### src/rtl/wrr_arb_pkg.sv
// Shared types, defaults and helpers for the weighted round-robin arbiters.
package wrr_arb_pkg;

    typedef enum logic {
        IDLE = 1'b0,
        BUSY = 1'b1
    } arb_state_t;

    localparam int unsigned REQ_NUM_DEF = 8;
    localparam int unsigned CNT_W_DEF   = 4;
    localparam int unsigned OH_MAX      = 64;

    // Binary index of a one-hot vector (OR of set-bit indices; 0 for an all-zero vector).
    function automatic logic [31:0] onehot_to_bin(input logic [OH_MAX-1:0] oh);
        logic [31:0] idx;
        idx = '0;
        for (int i = 0; i < int'(OH_MAX); i++) begin
            if (oh[i]) idx = idx | 32'(i);
        end
        return idx;
    endfunction

endpackage

### src/rtl/rr_mask_pick.sv
// Masked lowest-index round-robin picker, shared by the arbiters in this codebase.
// Falls back to the unmasked request vector when no masked request is pending.
module rr_mask_pick #(
    parameter int unsigned N = 8
) (
    input  logic [N-1:0] reqs,
    input  logic [N-1:0] mask,
    output logic [N-1:0] winner_c,
    output logic         valid_c,
    output logic [N-1:0] next_mask_c
);

    logic [N-1:0] masked;
    logic [N-1:0] pool;

    // Pick lowest set bit of the masked pool and the mask covering bits strictly above it.
    always_comb begin
        masked      = reqs & mask;
        pool        = (masked != '0) ? masked : reqs;
        winner_c    = pool & (~pool + N'(1));
        valid_c     = |reqs;
        next_mask_c = ~(winner_c | (winner_c - N'(1)));
    end

endmodule

### src/rtl/wrr_txn_arbiter.sv
// Weighted round-robin transaction-level arbiter.
// Optional: define WRR_TXN_ARB_WEIGHT_EN to build the per-turn credit counters;
// otherwise every transaction end releases the grant (plain round-robin).
module wrr_txn_arbiter
    import wrr_arb_pkg::*;
#(
    parameter int unsigned REQ_NUM = REQ_NUM_DEF,
    parameter int unsigned CNT_W   = CNT_W_DEF,
    parameter int unsigned ID_W    = $clog2(REQ_NUM)
) (
    input  logic                     clk,
    input  logic                     rst_n,
    input  logic [REQ_NUM-1:0]       reqs,
    input  logic [REQ_NUM-1:0]       req_last,
    input  logic [REQ_NUM*CNT_W-1:0] weights,
    input  logic                     res_ready,
    output logic [REQ_NUM-1:0]       grants,
    output logic                     grant_valid,
    output logic [ID_W-1:0]          grant_id,
    output logic                     beat_fire
);

    arb_state_t         state_q, state_d;
    logic [REQ_NUM-1:0] mask_q, mask_d;
    logic [REQ_NUM-1:0] grants_d;
    logic               grant_valid_d;
    logic [ID_W-1:0]    grant_id_d;

    logic [REQ_NUM-1:0] pick_oh;
    logic               pick_valid;
    logic [REQ_NUM-1:0] pick_next_mask;
    logic [ID_W-1:0]    pick_id;
    logic               owner_req;
    logic               owner_last;

    rr_mask_pick #(.N(REQ_NUM)) u_pick (
        .reqs        (reqs),
        .mask        (mask_q),
        .winner_c    (pick_oh),
        .valid_c     (pick_valid),
        .next_mask_c (pick_next_mask)
    );

    assign pick_id    = ID_W'(onehot_to_bin(OH_MAX'(pick_oh)));
    assign owner_req  = |(reqs & grants);
    assign owner_last = |(req_last & grants);
    assign beat_fire  = grant_valid & owner_req & res_ready;

`ifdef WRR_TXN_ARB_WEIGHT_EN
    logic [CNT_W-1:0] credit_q, credit_d;
    logic [CNT_W-1:0] pick_w;

    // Weight of the requester being picked; sampled only at grant time.
    always_comb begin
        pick_w = '0;
        for (int i = 0; i < int'(REQ_NUM); i++) begin
            if (pick_oh[i]) pick_w = weights[i*int'(CNT_W) +: CNT_W];
        end
    end
`else
    logic unused_weights;
    assign unused_weights = ^weights;
`endif

    // Next-state and next-output logic.
    always_comb begin
        state_d       = state_q;
        mask_d        = mask_q;
        grants_d      = grants;
        grant_valid_d = grant_valid;
        grant_id_d    = grant_id;
`ifdef WRR_TXN_ARB_WEIGHT_EN
        credit_d      = credit_q;
`endif
        case (state_q)
            IDLE: begin
                if (pick_valid) begin
                    // Mask is only consulted in IDLE, so the post-turn mask is loaded at grant time.
                    grants_d      = pick_oh;
                    grant_valid_d = 1'b1;
                    grant_id_d    = pick_id;
                    mask_d        = pick_next_mask;
                    state_d       = BUSY;
`ifdef WRR_TXN_ARB_WEIGHT_EN
                    credit_d      = (pick_w == '0) ? '0 : pick_w - CNT_W'(1);
`endif
                end
            end
            BUSY: begin
                if (beat_fire && owner_last) begin
`ifdef WRR_TXN_ARB_WEIGHT_EN
                    if (credit_q != '0 && owner_req) begin
                        credit_d = credit_q - CNT_W'(1);
                    end else begin
                        grants_d      = '0;
                        grant_valid_d = 1'b0;
                        grant_id_d    = '0;
                        state_d       = IDLE;
                    end
`else
                    grants_d      = '0;
                    grant_valid_d = 1'b0;
                    grant_id_d    = '0;
                    state_d       = IDLE;
`endif
                end
            end
            default: state_d = IDLE;
        endcase
    end

    // State, mask, credit and registered grant outputs.
    always_ff @(posedge clk or negedge rst_n) begin
        if (!rst_n) begin
            state_q     <= IDLE;
            mask_q      <= '1;
            grants      <= '0;
            grant_valid <= 1'b0;
            grant_id    <= '0;
`ifdef WRR_TXN_ARB_WEIGHT_EN
            credit_q    <= '0;
`endif
        end else begin
            state_q     <= state_d;
            mask_q      <= mask_d;
            grants      <= grants_d;
            grant_valid <= grant_valid_d;
            grant_id    <= grant_id_d;
`ifdef WRR_TXN_ARB_WEIGHT_EN
            credit_q    <= credit_d;
`endif
        end
    end

endmodule

### config.mk
export PLATFORM = sky130hd
export DESIGN_NAME = wrr_txn_arbiter
export DESIGN_NICKNAME = d
export VERILOG_FILES = /design/src/rtl/wrr_arb_pkg.sv /design/src/rtl/rr_mask_pick.sv /design/src/rtl/wrr_txn_arbiter.sv
export SDC_FILE = /design/constraint.sdc
export NUM_CORES = 1
export LEC_CHECK = 0
export ABC_AREA = 1
export CAP_MARGIN = 30
export CORE_UTILIZATION = 40
export DETAILED_ROUTE_END_ITERATION = 8
export MAX_ROUTING_LAYER = met4
export PLACE_DENSITY_LB_ADDON = 0.3
export SLEW_MARGIN = 20
export SYNTH_ARGS = -nofsm -noshare
export SYNTH_HDL_FRONTEND = slang
export SYNTH_HIERARCHICAL = 1
export SYNTH_SLANG_ARGS = --single-unit
### constraint.sdc
create_clock -name clk -period 5.1 [get_ports clk]
set_input_delay 1.02 -clock clk [delete_from_list [all_inputs] [get_ports clk]]
set_output_delay 1.02 -clock clk [all_outputs]
set_load 0.01 [all_outputs]
Yosys cells after proc, flatten, opt, wreduce, memory -nomap -nowiden:

Index checks and enable logic that the tools add are counted.

* add/sub/neg operators: 2
* multipliers: 0
* div/mod/pow operators: 0
* $lt $le $gt $ge: 0
* equal/unequal tests: 2
* shift-type cells: 0
* mux-type cells: 20
* bitwise logic cells: 10
* reduce and logical (&&, ||, !) cells: 7

Operators with widths (count)
* $and 8x8->8: 4
* $mux 8: 3
* $reduce_or 8->1: 3
* $mux 3: 6
* $not 8->8: 2
* $pmux 8 s2: 1
* $add 8x1->8 const B: 1
* $or 8x8->8: 1
* $reduce_bool 8->1: 1
* $sub 8x1->8 const B: 1
* $pmux 3 s2: 1
* $mux 1: 5
* $mux 2: 2
* $pmux 1 s2: 2
* $reduce_and 2->1: 2
* $and 1x1->1: 2
* $ne 2x1->1 const B: 1
* $ne 2x2->1 const B: 1
* $logic_and 1x1->1: 1
* $not 1->1: 1

* flip-flop bits (word level): 21
* bits in latches: 0
* memory bits (writable): 0
* bits in read-only memories: 0
* output and inout bits: 13
* memories kept: 0

Logic depth before layout (Yosys ltp):

* depth after elaboration: 15
* gate-level depth with buffers: 12
* gate-level depth less buffers: 12

Hierarchy:

Netlist, hierarchy kept.

By module, submodules not included
* wrr_txn_arbiter: times used 1, cells an instance 127, area each 989.7 um^2
* rr_mask_pick: times used 1, cells an instance 56, area each 352.8 um^2

Worst setup path after synthesis:

OpenSTA, ideal clock, no wires.

* path type: input to output
* from: input port reqs[1]
* to: output port beat_fire
* data arrival time: 1.356 ns
* slack: 2.724 ns
* stages on the path: 4
* cell sequence: nand2_1 > nand2_1 > nor2_1 > a21oi_2

* word-level cells in the longest chain between the ends: 4

Ends and longest elaborated chain
* start, declared: line wrr_txn_arbiter.sv:13 `input logic [REQ_NUM-1:0] reqs,`
* $and 8x8->8: line wrr_txn_arbiter.sv:45 `assign owner_req = |(reqs & grants);`
* $reduce_or 8->1: line wrr_txn_arbiter.sv:45
* $and 1x1->1 (2 in series): line wrr_txn_arbiter.sv:47 `assign beat_fire = grant_valid & owner_req & res_ready;`
* end, declared: line wrr_txn_arbiter.sv:20 `output logic beat_fire`

No other way between the ends.

Worst setup path after layout:

* from: input port reqs[3]
* to: output port beat_fire

Same word-level chain as after synthesis.

==> results.py <==
metrics = {
    "placed_design": {
        "gp_congestion": 0.7963,
        "place_ws_ns": 1.564,
        "io_buffer_count": 31,
        "placed_area_um2": 1684,
        "dpl.hpwl_mm": 2.272,
    },
    "synth": {
        "ys_top_cells_by_area": "nand2_1 (24%), dfrtp_1 (24%), dfstp_2 (16%)",
        "synth_area_um2": 1343,
        "synth_top_area_cell": "nand2_1",
        "synth-seq-cells": 21,
        "netlist-cell-type-count": 24,
        "avgSynthCellArea_um2": 7.336,
        "netlist_instances": 183,
        "synth.top_cell.area_share_pct": 24.32,
        "seq_area_frac_synth_pct": 39.89,
        "synth_fp_nets": 234,
        "synth_warnings": 6,
    },
    "critical_path": {
        "cp.required_ns": 4.08,
        "endpoint_kind": "output port",
        "critPathLaunchType": "input port",
        "timing.critical_path.from": "reqs[3]",
        "timing.rr.start": "mask_q[1]",
        "critPathMaxStageDelay_ns": 0.59,
        "crit_arrival_ns": 2.52,
        "cpMaxStageDelayCell": "clkdlybuf4s50_1",
        "worstSetupPathType": "in -> out",
        "worstPathCellList": "clkdlybuf4s50_1 -> nand2_1 -> nand2_1 -> nor2_1 -> a21oi_2 -> clkdlybuf4s50_1",
        "ff2ff_setup_slack_ns": 3.21,
        "worstPathMaxFanout": 4,
    },
    "floorplan": {
        "die_area_um2": 3592,
        "die_w_um": 59.94,
        "core_area_um2": 3128,
        "ios": 64,
        "die_h_um": 59.94,
        "initial_core_util_pct": 42.92,
        "num_rows": 20,
    },
    "finish": {
        "seq_area_um2": 535.5,
        "fin_nets": 266,
        "final_core_util_pct": 54.72,
        "fill_cells": 316,
        "diodes": 0,
        "drive_above_1_share_pct": 20.09,
        "final_area_um2": 1712,
        "area_growth_pct": 27.49,
        "multi_input_area_um2": 742.0,
    },
    "sta": {
        "period_minus_slack_ns": 3.538,
        "drv_slew": 0,
        "finalHoldViolations": 0,
        "period_share_pct": 69.38,
        "setup_tns_ns": 0,
        "max_slew_margin_pct": 49.06,
        "setup_violations": 0,
        "setup_slack_ns": 1.562,
        "tightest_slew_ns": 0.7622,
        "rsz0062_at_grt": "no",
        "clock_skew_ns": 0.003607,
        "fmax_ghz": 0.2826,
    },
    "pwr": {
        "power.density_nw_per_um2": 170.2,
        "p_total_mw": 0.2914,
        "leakagePower_nw": 0.8456,
        "peakVddDrop_mv": 0.09768,
    },
    "job": {
        "cap_violations": 0,
    },
    "global_route": {
        "grt_max_degree": 22,
        "grt_usage_pct": 19.87,
        "grt_overflow": 0,
        "antenna_found_initial": 0,
        "grt_pass1_vias": 1200,
        "grt_pass1_wl_mm": 5.230,
    },
    "worst_hold_path": {
        "hp-start": "mask_q[2]",
        "min_path_type": "reg -> reg",
    },
    "run_status": {
        "status": "complete, no violations",
    },
    "drt": {
        "wire_per_inst_um": 12.17,
        "ant_nets": 0,
        "first_iter_violations": 61,
        "firstDrtPassIters": 4,
        "vias_per_cell": 4.903,
        "wirelength_mm": 3.141,
        "route.detailed.drc": 0,
        "vias": 1265,
    },
    "clock_tree": {
        "cts_hold_buf": 0,
        "clk_latency_ns": 0.30,
        "clk_pin_slew_ns": 0.13,
        "postCtsSetupRepairBufs": 0,
        "cts_max_level": 1,
        "cts.repair.resized": 0,
        "cts_sinks": 21,
        "cts_tree": "built",
        "cts_root_buffer": "clkbuf_4",
        "cts_max_path_buffers": 2,
        "cts_buffers": 3,
    },
}
[kinds of logic after synthesis]
kind of cell | after synthesis | share of synthesized area (%)
other | 1 | 0.2793
buffers and inverters | 12 | 4.845
DFF | 21 | 39.89
and+or+nand+nor | 140 | 50.61
AOI/OAI and AO/OA | 9 | 4.381
[power by group]
group	leakage (nW)	switching, mW	internal, mW
sequential	0.259	0.000142	0.167
combinational	0.569	0.0209	0.0192
clock	0.0177	0.0547	0.0292
[per-layer routing]
metal	part of all wire [%]	up-vias	track usage (%)	wire length (um)
met5	0	-	-	0
met4	0.86	0	5.980	27
met3	4.9	4	2.165	154
met2	44	37	32.70	1396
met1	50	579	25.68	1563
li1	-	645	-	-
[layout by cell type (no fill, tap or decap)]
cell,netlist,layout
a21oi_1,4,4
a21oi_2,2,2
a31oi_1,1,1
buf_8,0,1
clkbuf_4,0,3
clkdlybuf4s50_1,0,31
clkinv_2,0,1
conb_1,1,1
dfrtp_1,13,13
dfstp_2,8,8
inv_1,4,4
inv_2,3,3
nand2_1,87,87
nand2_2,10,10
nand2_4,1,1
nand3_1,14,14
nand3_2,5,5
nand3_4,1,1
nand4_1,1,1
nor2_1,10,10
nor2_2,4,4
nor2_4,3,3
nor2_8,1,1
nor4_1,3,3
o21a_1,2,2
[worst max-delay path, delay by kind of cell]
family / cells / cell delay (ns)
compound gates: 1 / 0.16
simple gates: 3 / 0.18
buf+inv: 2 / 1.15
[registers in the layout (all words and copies together), names as in the netlist]
| register | cells |
|---|---|
| grant_valid | 1 |
| grant_id | 3 |
| state_q | 1 |
| grants | 8 |
| mask_q | 8 |
[final cells by class]
type / instances / area share, %
multi-input cells: 150 / 43.35
flip-flops and latches: 21 / 31.29
repair buffers: 32 / 19.01
well taps: 44 / 3.216
inverters: 7 / 1.535
clock buffers: 3 / 1.316
clock inverters: 1 / 0.2924
[stage by stage]
step | std cells | hold WS (ns)
final | 258 | 0.4766
after global routing | 258 | 0.5017
after CTS | 258 | 0.4782
after detailed placement | 254 | 0.4570
after global placement | 253 | 0.4566
after floorplan | 183 | 0.4465
[cells in the mapped netlist]
master   instances
buf_2            1
dfrtp_1         13
nand3_1         14
buf_6            1
nand2_1         87
a31oi_1          1
o21a_1           2
nand4_1          1
inv_2            3
dfstp_2          8
nor2_2           4
nand3_4          1
nand2_2         10
nor2_1          10
nand3_2          5
buf_4            3
a21oi_2          2
conb_1           1
nor4_1           3
a21oi_1          4
nor2_4           3
nor2_8           1
inv_1            4
nand2_4          1
[worst paths after layout]
check,to,cells after the start
min in group asynchronous,grants[4],1
worst min register to register,mask_q[2],2
worst min-delay path,mask_q[2],2
worst max-delay path,beat_fire,6
worst max register to register,grant_id[2],12
max in group asynchronous,mask_q[3],2
Note: power is estimated with default switching activity, not from simulation.
